[config.mk]
export PLATFORM = sky130hd
export DESIGN_NAME = calc_engine
export DESIGN_NICKNAME = d
export VERILOG_FILES = /design/src/rtl/calc_engine.sv
export SDC_FILE = /design/constraint.sdc
export NUM_CORES = 1
export LEC_CHECK = 0
export CORE_MARGIN = 2
export CORE_UTILIZATION = 47
export CTS_CLUSTER_DIAMETER = 150
export DETAILED_ROUTE_END_ITERATION = 7
export GPL_TIMING_DRIVEN = 0
export PLACE_DENSITY = 0.74
export SETUP_SLACK_MARGIN = 0.02
export SLEW_MARGIN = 0
export SYNTH_ARGS = -nofsm -noshare
export SYNTH_HDL_FRONTEND = slang
export SYNTH_SLANG_ARGS = --single-unit
[constraint.sdc]
create_clock -name clk -period 6.9 [get_ports clk]
set_input_delay 1.38 -clock clk [delete_from_list [all_inputs] [get_ports clk]]
set_output_delay 1.38 -clock clk [all_outputs]
set_load 0.02 [all_outputs]
[src/rtl/calc_engine.sv]
// Sequential four-function calculator: latches A/B/Op on a synchronised "equals"
// press, then produces a 2*WIDTH-bit result with Busy/Done/Err status.
module calc_engine #(
  parameter int WIDTH       = 8,
  parameter int SYNC_STAGES = 2
) (
  input  logic                 clk,
  input  logic                 reset,
  input  logic                 Key,
  input  logic [1:0]           Op,
  input  logic [WIDTH-1:0]     A,
  input  logic [WIDTH-1:0]     B,
  output logic [2*WIDTH-1:0]   Result,
  output logic                 Busy,
  output logic                 Done,
  output logic                 Err
);

  localparam int SS = (SYNC_STAGES < 2) ? 2 : SYNC_STAGES;
  localparam int FW = $clog2(SS + 1);
  localparam int CW = (WIDTH > 1) ? $clog2(WIDTH) : 1;
  localparam logic [FW-1:0] FLUSH_DONE = FW'(SS);
  localparam logic [CW-1:0] CNT_LAST   = CW'(WIDTH - 1);

  typedef enum logic [1:0] {IDLE = 2'd0, EXEC = 2'd1, RUN = 2'd2, DONE = 2'd3} state_t;

  state_t               state_r, state_nxt_s;
  logic [SS-1:0]        sync_r;
  logic [FW-1:0]        flush_r;
  logic                 armed_r;
  logic                 prev_r;
  logic                 key_sync_s;
  logic                 detect_s;
  logic                 start_s;
  logic [1:0]           op_r;
  logic [WIDTH-1:0]     a_r, b_r;
  logic [WIDTH-1:0]     acc_r, mq_r;
  logic [CW-1:0]        cnt_r;
  logic [2*WIDTH-1:0]   result_r;
  logic                 busy_r, done_r, err_r;
  logic [WIDTH:0]       sum_s, shifted_s;
  logic [WIDTH-1:0]     diff_s, acc_nxt_s, mq_nxt_s;
  logic [2*WIDTH-1:0]   exec_res_s;
  logic                 exec_err_s;

  assign key_sync_s = sync_r[SS-1];
  // The pipeline must be flushed and a released level seen before any press
  // counts, so a key held through reset release cannot start an operation.
  assign detect_s   = armed_r & prev_r & ~key_sync_s;

  // Key synchroniser, flush counter, arming flag and previous-level register
  always_ff @(posedge clk or negedge reset) begin
    if (!reset) begin
      sync_r  <= {SS{1'b1}};
      flush_r <= {FW{1'b0}};
      armed_r <= 1'b0;
      prev_r  <= 1'b1;
    end else begin
      sync_r  <= {sync_r[SS-2:0], Key};
      prev_r  <= key_sync_s;
      if (flush_r != FLUSH_DONE) begin
        flush_r <= flush_r + {{(FW-1){1'b0}}, 1'b1};
      end
      if ((flush_r == FLUSH_DONE) && key_sync_s) begin
        armed_r <= 1'b1;
      end
    end
  end

  // State register
  always_ff @(posedge clk or negedge reset) begin
    if (!reset) begin
      state_r <= IDLE;
    end else begin
      state_r <= state_nxt_s;
    end
  end

  // Next-state logic
  always_comb begin
    state_nxt_s = state_r;
    start_s     = 1'b0;
    case (state_r)
      IDLE, DONE: begin
        if (detect_s) begin
          start_s = 1'b1;
          if (Op == 2'b10) begin
            state_nxt_s = RUN;
          end else if ((Op == 2'b11) && (B != {WIDTH{1'b0}})) begin
            state_nxt_s = RUN;
          end else begin
            state_nxt_s = EXEC;
          end
        end else begin
          state_nxt_s = state_r;
        end
      end
      EXEC: state_nxt_s = DONE;
      RUN: begin
        if (cnt_r == CNT_LAST) begin
          state_nxt_s = DONE;
        end else begin
          state_nxt_s = RUN;
        end
      end
      default: state_nxt_s = IDLE;
    endcase
  end

  // One iteration of shift-add multiply or restoring divide
  always_comb begin
    sum_s     = mq_r[0] ? ({1'b0, acc_r} + {1'b0, a_r}) : {1'b0, acc_r};
    shifted_s = {acc_r, mq_r[WIDTH-1]};
    diff_s    = shifted_s[WIDTH-1:0] - b_r;
    if (op_r == 2'b11) begin
      if (shifted_s >= {1'b0, b_r}) begin
        acc_nxt_s = diff_s;
        mq_nxt_s  = {mq_r[WIDTH-2:0], 1'b1};
      end else begin
        acc_nxt_s = shifted_s[WIDTH-1:0];
        mq_nxt_s  = {mq_r[WIDTH-2:0], 1'b0};
      end
    end else begin
      acc_nxt_s = sum_s[WIDTH:1];
      mq_nxt_s  = {sum_s[0], mq_r[WIDTH-1:1]};
    end
  end

  // Single-cycle results: add, subtract, divide by zero
  always_comb begin
    exec_err_s = 1'b0;
    case (op_r)
      2'b00: exec_res_s = {{WIDTH{1'b0}}, a_r} + {{WIDTH{1'b0}}, b_r};
      2'b01: exec_res_s = {{WIDTH{1'b0}}, a_r} - {{WIDTH{1'b0}}, b_r};
      2'b11: begin
        exec_res_s = {(2*WIDTH){1'b1}};
        exec_err_s = 1'b1;
      end
      default: exec_res_s = {(2*WIDTH){1'b0}};
    endcase
  end

  // Operand capture, iteration datapath and registered status outputs
  always_ff @(posedge clk or negedge reset) begin
    if (!reset) begin
      op_r     <= 2'b00;
      a_r      <= {WIDTH{1'b0}};
      b_r      <= {WIDTH{1'b0}};
      acc_r    <= {WIDTH{1'b0}};
      mq_r     <= {WIDTH{1'b0}};
      cnt_r    <= {CW{1'b0}};
      result_r <= {(2*WIDTH){1'b0}};
      busy_r   <= 1'b0;
      done_r   <= 1'b0;
      err_r    <= 1'b0;
    end else if (start_s) begin
      op_r   <= Op;
      a_r    <= A;
      b_r    <= B;
      acc_r  <= {WIDTH{1'b0}};
      mq_r   <= (Op == 2'b10) ? B : A;
      cnt_r  <= {CW{1'b0}};
      busy_r <= 1'b1;
      done_r <= 1'b0;
      err_r  <= 1'b0;
    end else if (state_r == EXEC) begin
      result_r <= exec_res_s;
      err_r    <= exec_err_s;
      busy_r   <= 1'b0;
      done_r   <= 1'b1;
    end else if (state_r == RUN) begin
      acc_r <= acc_nxt_s;
      mq_r  <= mq_nxt_s;
      cnt_r <= cnt_r + {{(CW-1){1'b0}}, 1'b1};
      if (cnt_r == CNT_LAST) begin
        result_r <= {acc_nxt_s, mq_nxt_s};
        busy_r   <= 1'b0;
        done_r   <= 1'b1;
      end
    end
  end

  assign Result = result_r;
  assign Busy   = busy_r;
  assign Done   = done_r;
  assign Err    = err_r;

endmodule

## After elaboration in Yosys (flattened, before gate mapping)

Cells that the tools add are included.

- Register bits: 64
- Output and inout bits: 19
- Word-level logic and storage cells: 90

- Add/sub/neg operators: 6
- Order comparisons: 1
- Equality and inequality tests: 12
- Muxes and demuxes: 37
- Bitwise operators: 4
- Reduce and logical (&&, ||, !) cells: 15

Operator list:

| kind | number |
|---|---|
| 8-bit 2-to-1 mux | 10 |
| 16-bit 2-to-1 mux | 3 |
| 16-bit case mux with 3 select lines | 1 |
| 8-bit by 8-bit adder with 9-bit output | 2 |
| 1-bit 2-to-1 mux | 15 |
| 2-bit == test (second input constant) | 6 |
| 9-bit by 8-bit >= comparator with 1-bit output | 1 |
| 3-bit 2-to-1 mux | 3 |
| 9-bit 2-to-1 mux | 1 |
| 8-bit by 8-bit subtractor with 9-bit output | 1 |
| 2-bit nonzero test | 4 |
| 8-bit nonzero test | 1 |
| 8-bit subtractor | 1 |
| 2-bit 2-to-1 mux | 3 |
| 2-bit inequality test (second input constant) | 3 |
| 2-bit case mux with 3 select lines | 1 |
| 3-bit nonzero test | 2 |
| 2-bit by 1-bit == test with 1-bit output (second input constant) | 2 |
| 2-bit zero test | 2 |
| 2-bit AND reduction | 2 |
| 3-bit by 1-bit adder with 3-bit output (second input constant) | 1 |
| 3-bit == test (second input constant) | 1 |
| 3-bit AND reduction | 1 |
| 2-bit by 1-bit adder with 2-bit output (second input constant) | 1 |
| 4 further kinds | 7 |

## Depth between registers and ports, before layout

Gate-level depths: netlist of the first run.

- Depth after elaboration: 6
- Depth in mapped cells: 10
- Mapped depth without buffers: 10

## Worst setup path after synthesis of the first run

Ideal clock, no wire load.

- Path kind: input to register
- Start point: input port Op[1]
- End point: register mq_r[1]
- Library setup time: 0.133 ns
- Data arrival time: 2.339 ns
- Data required time: 6.767 ns
- Path slack: 4.428 ns
- Cell stages on the path: 5
- Path buffers: 1
- Cells stage by stage: nor2b_1 > clkbuf_1 > mux2_2 > o21ai_0 > o21ai_0

- Cells in the longest elaborated chain, start to end: 3

RTL lines:

| item | RTL line | RTL |
|---|---|---|
| from (decl) | 10 | `input logic [1:0] Op,` |
| 2-bit == test | 161 | `mq_r <= (Op == 2'b10) ? B : A;` |
| 8-bit 2-to-1 mux | 161 |  |
| 8-bit 2-to-1 mux | 156 | `end else if (start_s) begin` |
| to (signal assigned) | 150 | `mq_r <= {WIDTH{1'b0}};` |
| to (signal assigned) | 161 |  |
| to (signal assigned) | 173 | `mq_r <= mq_nxt_s;` |
| to (decl) | 37 | `logic [WIDTH-1:0] acc_r, mq_r;` |

Every way passes these cells.
A chain may end at the register's enable or synchronous reset.

## Final worst setup path of the first run

- Start point: input port Op[1]
- End point: register mq_r[2]

Same word-level chain as after synthesis.

==> results.sh, run 1 <==
export IMPL_leakage_nw=2.40
export IMPL_yosys_cell_types_count=62
export IMPL_synth_seq_cells=64
export IMPL_whs_path_depth=0
export IMPL_die_w_um=104
export IMPL_fmax_mhz=333
export IMPL_synth_xor_area_share=0.0244
export IMPL_synth_area_mux_share=0.0540
export IMPL_multiInputGateArea_um2=2830
export IMPL_mostFrequentLayoutCells="85 x nand2_1, 61 x dfrtp_1, 61 x o21ai_0"
export IMPL_grt_pass1_vias=4289
export IMPL_cts_tree="yes"
export IMPL_start_kind="input pin"
export IMPL_via_per_inst=5.88
export IMPL_dr_first_iter_drc_count=492
export IMPL_endpoint_kind="flip-flop"
export IMPL_hp_start="sync_r[0]"
export IMPL_synth_simple_area_share=0.197
export IMPL_dp_hpwl_um=10500
export IMPL_slew_headroom=0.451
export IMPL_synth_fa_ha_area_frac=0.119
export IMPL_routed_wl_um=13900
export IMPL_layout_commonest_cell="nand2_1"
export IMPL_remaining_drc_errors=0
export IMPL_grt_max_degree=65
export IMPL_status="complete, no violations"
export IMPL_layout_drive_gt1_share=0.0851
export IMPL_cts_max_path_buffers=2
export IMPL_yosysSeqAreaShare=0.345
export IMPL_min_to="sync_r[1]"
export IMPL_tightest_slew_ns=0.824
export IMPL_critPathMaxFanout=8
export IMPL_fin_crit_ns=3.00
export IMPL_place_inst=728
export IMPL_grt_overflow=0
export IMPL_cp_data_required_time_ns=7.12
export IMPL_synthCells=556
export IMPL_synth_avg_cell_area_um2=8.38
export IMPL_tns_ns=0
export IMPL_num_fill_cells=896
export IMPL_routedWlPerCell_um=18.6
export IMPL_post_cts_setup_buffers=0
export IMPL_syn_to_final_growth_pct=17.3
export IMPL_async_flop_share=1.00
export IMPL_stdcell_count=744
export IMPL_synth_top_cell_by_area="dfrtp_1"
export IMPL_cts_buffers=9
export IMPL_reg2reg_from="mq_r[7]"
export IMPL_io_buffers=39
export IMPL_grt_pass1_wl_um=22400
export IMPL_finalWorstSetupSlack_ns=3.90
export IMPL_cts_htree_levels=3
export IMPL_period_share=0.435
export IMPL_synth_edf_count=0
export IMPL_rsz0062_at_grt="no"
export IMPL_drv_slew=0
export IMPL_synthesis_area_um2=4660
export IMPL_crit_type="input pin to flip-flop"
export IMPL_clock_sinks=64
export IMPL_gp_congestion=0.968
export IMPL_dr_pass1_iters=6
export IMPL_ioPinCount=40
export IMPL_finClkSkew_ns=0.0120
export IMPL_coreArea_um2=9680
export IMPL_diodes=0
export IMPL_antenna_found_initial=1
export IMPL_clockRootBuffer="clkbuf_8"
export IMPL_p_total_mw=3.16
export IMPL_start_util=0.481
export IMPL_max_cap_viol_count=0
export IMPL_pre_cts_slack_ns=3.59
export IMPL_ctsHoldBuffers=0
export IMPL_track_usage=0.266
export IMPL_final_nets=669
export IMPL_r2r_end="Result[14]"
export IMPL_r2r_cells=10
export IMPL_ys_warn_count=0
export IMPL_peakVddDrop_uv=238
export IMPL_hold_class="flip-flop to flip-flop"
export IMPL_row_count=36
export IMPL_clk_pin_slew_ns=0.07
export IMPL_ant_nets=0
export IMPL_ff_latch_area_um2=1610
export IMPL_synth_top_area_frac=0.328
export IMPL_post_cts_resized=0
export IMPL_die_area_um2=10700
export IMPL_finalHoldViolCount=0
export IMPL_ys_flop_type="dfrtp_1"
export IMPL_insertion_delay_ns=0.36
export IMPL_synth_compound_area_share=0.212
export IMPL_synthTopCellsByArea="dfrtp_1 33%, ha_1 10%, nand2_1 6.8%"
export IMPL_p_per_area_nw_per_um2=578
export IMPL_synth_fp_nets=619
export IMPL_rrSetupSlack_ns=4.16
export IMPL_setup_violations=0
export IMPL_cp_arrival_ns=3.22
export IMPL_via_count=4373
export IMPL_synth_top_family_by_area="compound AO/OA/AOI/OAI gates"
export IMPL_die_h_um=104
-- cell families (layout without fill, tap and decap cells) --
| family | count (synthesis) | in the layout |
|---|---|---|
| multiplexers | 24 | 24 |
| buffers and inverters | 53 | 108 |
| adder cells (fa/ha/maj) | 42 | 42 |
| XOR/XNOR | 13 | 13 |
| AND/OR/NAND/NOR | 203 | 203 |
| flip-flops | 64 | 64 |
| AO/OA/AOI/OAI | 157 | 157 |
-- flip-flops by register name (all words and copies together) (netlist names), 2 cells and up --
| signal | flops |
|---|---|
| b_r | 8 |
| op_r | 2 |
| acc_r | 8 |
| flush_r | 2 |
| state_r | 2 |
| Result | 16 |
| sync_r | 2 |
| a_r | 8 |
| mq_r | 8 |
| cnt_r | 3 |
-- stage by stage --
stage / hold slack (ns) / utilization / area, um^2
after global placement: 0.348 / 0.539 / 5220
after global routing: 0.364 / 0.564 / 5470
after floorplan: 0.345 / - / 4660
final: 0.360 / 0.564 / 5470
after CTS: 0.362 / 0.564 / 5470
after detailed placement: 0.351 / 0.538 / 5210
-- power by group --
part | total [mW] | switching, mW | internal [mW]
clock network | 0.413 | 0.161 | 0.252
logic | 2.04 | 1.22 | 0.823
registers | 0.702 | 0.162 | 0.540
-- synthesized netlist by cell type, drive strengths merged, types with 7 or more instances --
cell type  count
nand3         11
dfrtp         61
clkbuf        15
inv           27
a211oi         9
nor2b          9
a21oi         35
o21ai         64
ha            38
xor2           7
nor2          59
mux2           9
nand2         85
nor3          12
buf           10
mux2i         15
-- worst max-delay path, cell delays in order --
cell and delay [ns]:
clkdlybuf4s50_1 0.55, nor2b_1 0.15, clkbuf_1 0.41, mux2_2 0.44
o21ai_0 0.18, o21ai_0 0.10
-- per-layer routing --
layer,up-vias,GRT usage,routed length [um]
met2,190,0.431,6400
met4,2,0.0734,283
met3,24,0.0516,1070
li1,2061,-,-
met5,-,0,13
met1,2096,0.365,6080
-- how the worst max path moves through the flow --
| stage | startpoint | end | cells past startpoint |
|---|---|---|---|
| 2_1_floorplan | Op[1] | mq_r[1] | 5 |
| 3_3_place_gp | reset | b_r[3] | 1 |
| 3_5_place_dp | Op[1] | mq_r[2] | 6 |
| 4_1_cts | Op[1] | mq_r[4] | 6 |
| 5_1_grt | Op[1] | mq_r[4] | 6 |
| 6_report | Op[1] | mq_r[2] | 6 |
-- cell type report --
type,instances,area share
Timing Repair Buffer,39,0.0710
Clock buffer,10,0.0252
Buffer,25,0.0217
Inverter,28,0.0192
Clock inverter,6,0.0211
Sequential cell,64,0.294
Tap cell,133,0.0304
Multi-Input combinational cell,439,0.518
No activity file was read; power rests on OpenSTA's default activity.
==> inputs of run 2 (changes only) <==
--- a/config.mk
+++ b/config.mk
@@ -10,7 +10,7 @@
 export CTS_CLUSTER_DIAMETER = 150
 export DETAILED_ROUTE_END_ITERATION = 7
 export GPL_TIMING_DRIVEN = 0
-export PLACE_DENSITY = 0.74
+export PLACE_DENSITY = 0.77
 export SETUP_SLACK_MARGIN = 0.02
 export SLEW_MARGIN = 0
 export SYNTH_ARGS = -nofsm -noshare
==> constraint.sdc (replaced) <==
create_clock -name clk -period 2.5 [get_ports clk]
set_input_delay 0.5 -clock clk [delete_from_list [all_inputs] [get_ports clk]]
set_output_delay 0.5 -clock clk [all_outputs]
set_load 0.02 [all_outputs]
==> results.sh, run 2 (same netlist as run 1, synthesis figures left out) <==
export IMPL_setup_violations=0
export IMPL_diodes=0
export IMPL_tightest_slew_ns=0.840
export IMPL_finClkSkew_ns=0.0102
export IMPL_via_count=4504
export IMPL_r2r_end="acc_r[6]"
export IMPL_finalHoldViolCount=0
export IMPL_layout_commonest_cell="nand2_1"
export IMPL_max_cap_viol_count=0
export IMPL_ant_nets=0
export IMPL_critPathMaxFanout=3
export IMPL_largest_reg_flops=16
export IMPL_grt_pass1_vias=4371
export IMPL_syn_to_final_growth_pct=19.2
export IMPL_rrSetupSlack_ns=0.09
export IMPL_crit_type="flip-flop to flip-flop"
export IMPL_cp_arrival_ns=2.66
export IMPL_combPwrFrac=0.663
export IMPL_fin_area_um2=5560
export IMPL_routedWlPerCell_um=18.9
export IMPL_p_per_area_nw_per_um2=1610
export IMPL_place_area_um2=5210
export IMPL_period_share=0.963
export IMPL_p_sw_mw=4.40
export IMPL_clockRootBuffer="clkbuf_8"
export IMPL_leakage_nw=2.43
export IMPL_cts_max_path_buffers=2
export IMPL_sequentialPowerShare=0.217
export IMPL_routed_wl_um=14200
export IMPL_via_per_inst=6.01
export IMPL_row_count=36
export IMPL_cts_htree_levels=3
export IMPL_hold_class="input pin to async pin"
export IMPL_grt_overflow=0
export IMPL_slew_headroom=0.440
export IMPL_cp_data_required_time_ns=2.75
export IMPL_p_int_mw=4.53
export IMPL_reg2reg_from="mq_r[7]"
export IMPL_cts_tree="yes"
export IMPL_utilization=0.574
export IMPL_clock_sinks=64
export IMPL_status="complete, no violations"
export IMPL_dp_hpwl_um=10700
export IMPL_final_nets=675
export IMPL_ctsHoldBuffers=0
export IMPL_grt_max_degree=65
export IMPL_die_area_um2=10700
export IMPL_layout_drive_gt1_share=0.118
export IMPL_coreArea_um2=9680
export IMPL_endpoint_kind="flip-flop"
export IMPL_cts_buffers=9
export IMPL_dr_first_iter_drc_count=370
export IMPL_drv_slew=0
export IMPL_mostFrequentLayoutCells="85 x nand2_1, 60 x o21ai_0, 59 x dfrtp_1"
export IMPL_fmax_mhz=415
export IMPL_r2r_cells=10
export IMPL_rsz0062_at_grt="yes"
export IMPL_start_kind="flip-flop"
export IMPL_finalWorstSetupSlack_ns=0.0916
export IMPL_grt_pass1_wl_um=23000
export IMPL_dr_pass1_iters=6
export IMPL_peakVddDrop_uv=636
export IMPL_startpoint="mq_r[7]"
export IMPL_io_buffers=39
export IMPL_fin_crit_ns=2.41
export IMPL_die_w_um=104
export IMPL_insertion_delay_ns=0.35
export IMPL_start_util=0.481
export IMPL_gp_congestion=0.982
export IMPL_clkPwrFrac=0.120
export IMPL_clk_pin_slew_ns=0.08
export IMPL_switching_share=0.493
export IMPL_track_usage=0.271
export IMPL_antenna_found_initial=0
export IMPL_remaining_drc_errors=0
export IMPL_ioPinCount=40
export IMPL_pre_cts_slack_ns=-0.107
export IMPL_die_h_um=104
run 2: cell type report:
| cell class | count | area [um^2] |
|---|---|---|
| clock inverter | 5 | 86.3 |
| buffer | 25 | 119 |
| sequential | 64 | 1610 |
| multi-input combinational | 439 | 2880 |
| clock buffer | 11 | 151 |
| tap | 133 | 166 |
| inverter | 28 | 105 |
| fill | 871 | 4130 |
| timing repair buffer | 45 | 437 |
run 2: critical path, cell delays in order, from the launching register on:
cell      delay [ns]
dfrtp_1         0.41
inv_1           0.07
ha_2            0.19
inv_1           0.09
fa_2            0.39
a211oi_4        0.26
o21bai_1        0.11
a21oi_1         0.16
xor2_1          0.10
o21a_1          0.22
o41ai_2         0.32
run 2: how the worst max path moves through the flow:
stage / endpoint / slack (ns) / cells past startpoint
global placement: a_r[6] / -1.18 / 1
detailed placement: Result[13] / -0.11 / 9
floorplan: acc_r[6] / 0.15 / 10
CTS: acc_r[6] / 0.04 / 10
finish: acc_r[6] / 0.09 / 10
global route: acc_r[6] / -0.02 / 10
run 2: power groups by stage:
stage          Sequential [mW]  Combinational, mW  Clock (mW)
6_report                  1.94               5.92        1.08
5_1_grt                   1.98               6.50        1.13
4_1_cts                   1.92               5.60        1.08
3_5_place_dp              1.94               5.50           0
3_3_place_gp              1.92               5.33           0
2_1_floorplan             1.95               3.88           0
run 2: metrics by stage:
| stage | setup TNS (ns) | total power, mW | hold WS [ns] | instances |
|---|---|---|---|---|
| after detailed placement | -0.372 | 7.44 | 0.349 | 728 |
| after global placement | -73.56 | 7.25 | 0.348 | 728 |
| final | 0 | 8.94 | 0.247 | 750 |
| after global routing | -0.0307 | 9.62 | 0.305 | 750 |
| after floorplan | 0 | 5.84 | 0.204 | 556 |
| after CTS | 0 | 8.61 | 0.278 | 746 |
run 2: repair_timing:
item / 4_1_cts / 5_1_grt
pin swaps: 2 / 5
gates resized for setup: 3 / 16
endpoints found under the setup margin: 8 / 23
buffers inserted: 2 / 4
run 2: metal layers:
metal	vias to the layer above	routed length (um)	GRT usage
met1	2138	6110	0.379
met4	0	465	0.0956
met2	262	6370	0.422
li1	2062	-	-
met3	42	1220	0.0503
met5	-	0	0
==> inputs of run 3 (changes only) <==
--- a/config.mk
+++ b/config.mk
@@ -5,12 +5,13 @@
 export SDC_FILE = /design/constraint.sdc
 export NUM_CORES = 1
 export LEC_CHECK = 0
+export CORE_ASPECT_RATIO = 1.4
 export CORE_MARGIN = 2
 export CORE_UTILIZATION = 47
 export CTS_CLUSTER_DIAMETER = 150
 export DETAILED_ROUTE_END_ITERATION = 7
 export GPL_TIMING_DRIVEN = 0
-export PLACE_DENSITY = 0.77
+export PLACE_DENSITY = 0.74
 export SETUP_SLACK_MARGIN = 0.02
 export SLEW_MARGIN = 0
 export SYNTH_ARGS = -nofsm -noshare
==> constraint.sdc (replaced) <==
create_clock -name clk -period 2.6 [get_ports clk]
set_input_delay 0.52 -clock clk [delete_from_list [all_inputs] [get_ports clk]]
set_output_delay 0.52 -clock clk [all_outputs]
set_load 0.02 [all_outputs]
==> results.sh, run 3 (same netlist as run 1, synthesis figures left out) <==
export IMPL_dr_first_iter_drc_count=373
export IMPL_p_int_mw=4.43
export IMPL_period_share=0.965
export IMPL_syn_to_final_growth_pct=19.8
export IMPL_cts_buffers=9
export IMPL_via_per_inst=5.83
export IMPL_sequentialPowerShare=0.216
export IMPL_dr_pass1_iters=5
export IMPL_combPwrFrac=0.639
export IMPL_routedWlPerCell_um=19.2
export IMPL_largest_reg_flops=16
export IMPL_start_util=0.476
export IMPL_ioPinCount=40
export IMPL_p_total_mw=8.66
export IMPL_hold_class="input pin to async pin"
export IMPL_r2r_end="acc_r[6]"
export IMPL_layout_drive_gt1_share=0.0992
export IMPL_cp_data_required_time_ns=2.83
export IMPL_peakVddDrop_uv=662
export IMPL_mostFrequentLayoutCells="85 x nand2_1, 61 x dfrtp_1, 61 x o21ai_0"
export IMPL_clock_sinks=64
export IMPL_stdcell_count=750
export IMPL_grt_max_degree=65
export IMPL_startpoint="mq_r[7]"
export IMPL_fmax_mhz=398
export IMPL_place_inst=730
export IMPL_endpoint_kind="flip-flop"
export IMPL_crit_type="flip-flop to flip-flop"
export IMPL_layout_commonest_cell="nand2_1"
export IMPL_ff_latch_area_um2=1610
export IMPL_grt_pass1_vias=4351
export IMPL_fin_crit_ns=2.51
export IMPL_reg2reg_from="mq_r[7]"
export IMPL_gp_congestion=0.932
export IMPL_multiInputGateArea_um2=2860
export IMPL_dp_hpwl_um=10700
export IMPL_max_cap_viol_count=0
export IMPL_tns_ns=0
export IMPL_die_area_um2=10700
export IMPL_clk_pin_slew_ns=0.06
export IMPL_status="complete, no violations"
export IMPL_coreArea_um2=9790
export IMPL_p_per_area_nw_per_um2=1550
export IMPL_remaining_drc_errors=0
export IMPL_routed_wl_um=14400
export IMPL_p_sw_mw=4.22
export IMPL_insertion_delay_ns=0.34
export IMPL_drv_slew=0
export IMPL_finalHoldViolCount=0
export IMPL_rsz0062_at_grt="yes"
export IMPL_track_usage=0.283
export IMPL_tightest_slew_ns=0.843
export IMPL_cts_tree="yes"
export IMPL_grt_pass1_wl_um=22700
export IMPL_diodes=0
export IMPL_cp_arrival_ns=2.74
export IMPL_rrSetupSlack_ns=0.09
export IMPL_antenna_found_initial=0
export IMPL_io_buffers=39
export IMPL_clkPwrFrac=0.145
export IMPL_clockRootBuffer="clkbuf_16"
export IMPL_via_count=4372
export IMPL_slew_headroom=0.438
export IMPL_cts_htree_levels=3
export IMPL_critPathMaxFanout=4
export IMPL_leakage_nw=2.45
export IMPL_die_w_um=88.2
export IMPL_grt_overflow=0
export IMPL_final_nets=673
export IMPL_ant_nets=0
export IMPL_start_kind="flip-flop"
export IMPL_r2r_cells=10
export IMPL_switching_share=0.488
export IMPL_row_count=43
export IMPL_num_fill_cells=919
export IMPL_finClkSkew_ns=0.00913
export IMPL_die_h_um=122
export IMPL_endpoint="acc_r[6]"
export IMPL_cts_max_path_buffers=2
export IMPL_setup_violations=0
run 3: cell count changes in the layout (fill, tap and decap cells not counted), sizes merged:
cell | previous run | this run
clkinvlp | 0 | 1
bufinv | 2 | 1
clkbuf | 26 | 24
buf | 17 | 15
clkinv | 2 | 4
run 3: routing by layer:
metal  GRT usage  share of wire  vias to the layer above
met5           0              0                        -
li1            -              -                     2061
met1       0.372           0.42                     2075
met4       0.184          0.061                        0
met2       0.434           0.47                      194
met3      0.0352          0.052                       42
run 3: repair_timing:
| action | CTS | global route |
|---|---|---|
| resized for setup | 1 | 6 |
| gates cloned | 0 | 0 |
| endpoints found under the setup margin | 5 | 9 |
| setup buffers | 3 | 1 |
| pin swaps | 1 | 3 |
| hold buffers | 0 | 0 |
run 3: per-stage QoR:
step	util	hold WS [ns]	cell area, um^2	worst slack, ns
after floorplan	-	0.224	4660	0.249
after global placement	0.533	0.348	5220	-1.15
after detailed placement	0.533	0.352	5220	-0.0583
after CTS	0.566	0.318	5550	0.0136
after global routing	0.570	0.364	5580	-0.0100
final	0.570	0.275	5580	0.0905
run 3: final cells by class:
type | instances | share of cell area
Timing Repair Buffer | 43 | 0.0749
Buffer | 25 | 0.0213
Tap cell | 135 | 0.0303
Multi-Input combinational cell | 439 | 0.513
Clock inverter | 7 | 0.0139
Clock buffer | 9 | 0.0403
Inverter | 28 | 0.0188
Sequential cell | 64 | 0.288
run 3: how the worst min path moves through the flow:
stage	start	to	slack (ns)	cells past startpoint
global placement	sync_r[0]	sync_r[1]	0.35	0
global route	reset	Result[2]	0.36	1
CTS	reset	Result[2]	0.32	1
floorplan	reset	Busy	0.22	0
detailed placement	sync_r[0]	sync_r[1]	0.35	0
finish	reset	Result[2]	0.28	1
run 3: power by group through the flow:
stage | Clock (mW) | Sequential [mW] | Combinational (mW)
after floorplan | 0 | 1.88 | 3.74
after global placement | 0 | 1.86 | 5.17
after detailed placement | 0 | 1.87 | 5.23
after CTS | 1.26 | 1.86 | 5.34
after global routing | 1.30 | 1.91 | 6.09
final | 1.25 | 1.87 | 5.53
run 3: worst max-delay path, cell delays in order (launching register included):
cell      delay (ns)
dfrtp_1         0.41
inv_1           0.08
ha_2            0.22
inv_1           0.10
fa_2            0.39
a211oi_4        0.29
o21bai_1        0.11
a21oi_1         0.18
xor2_1          0.09
o21a_1          0.23
o41ai_2         0.32
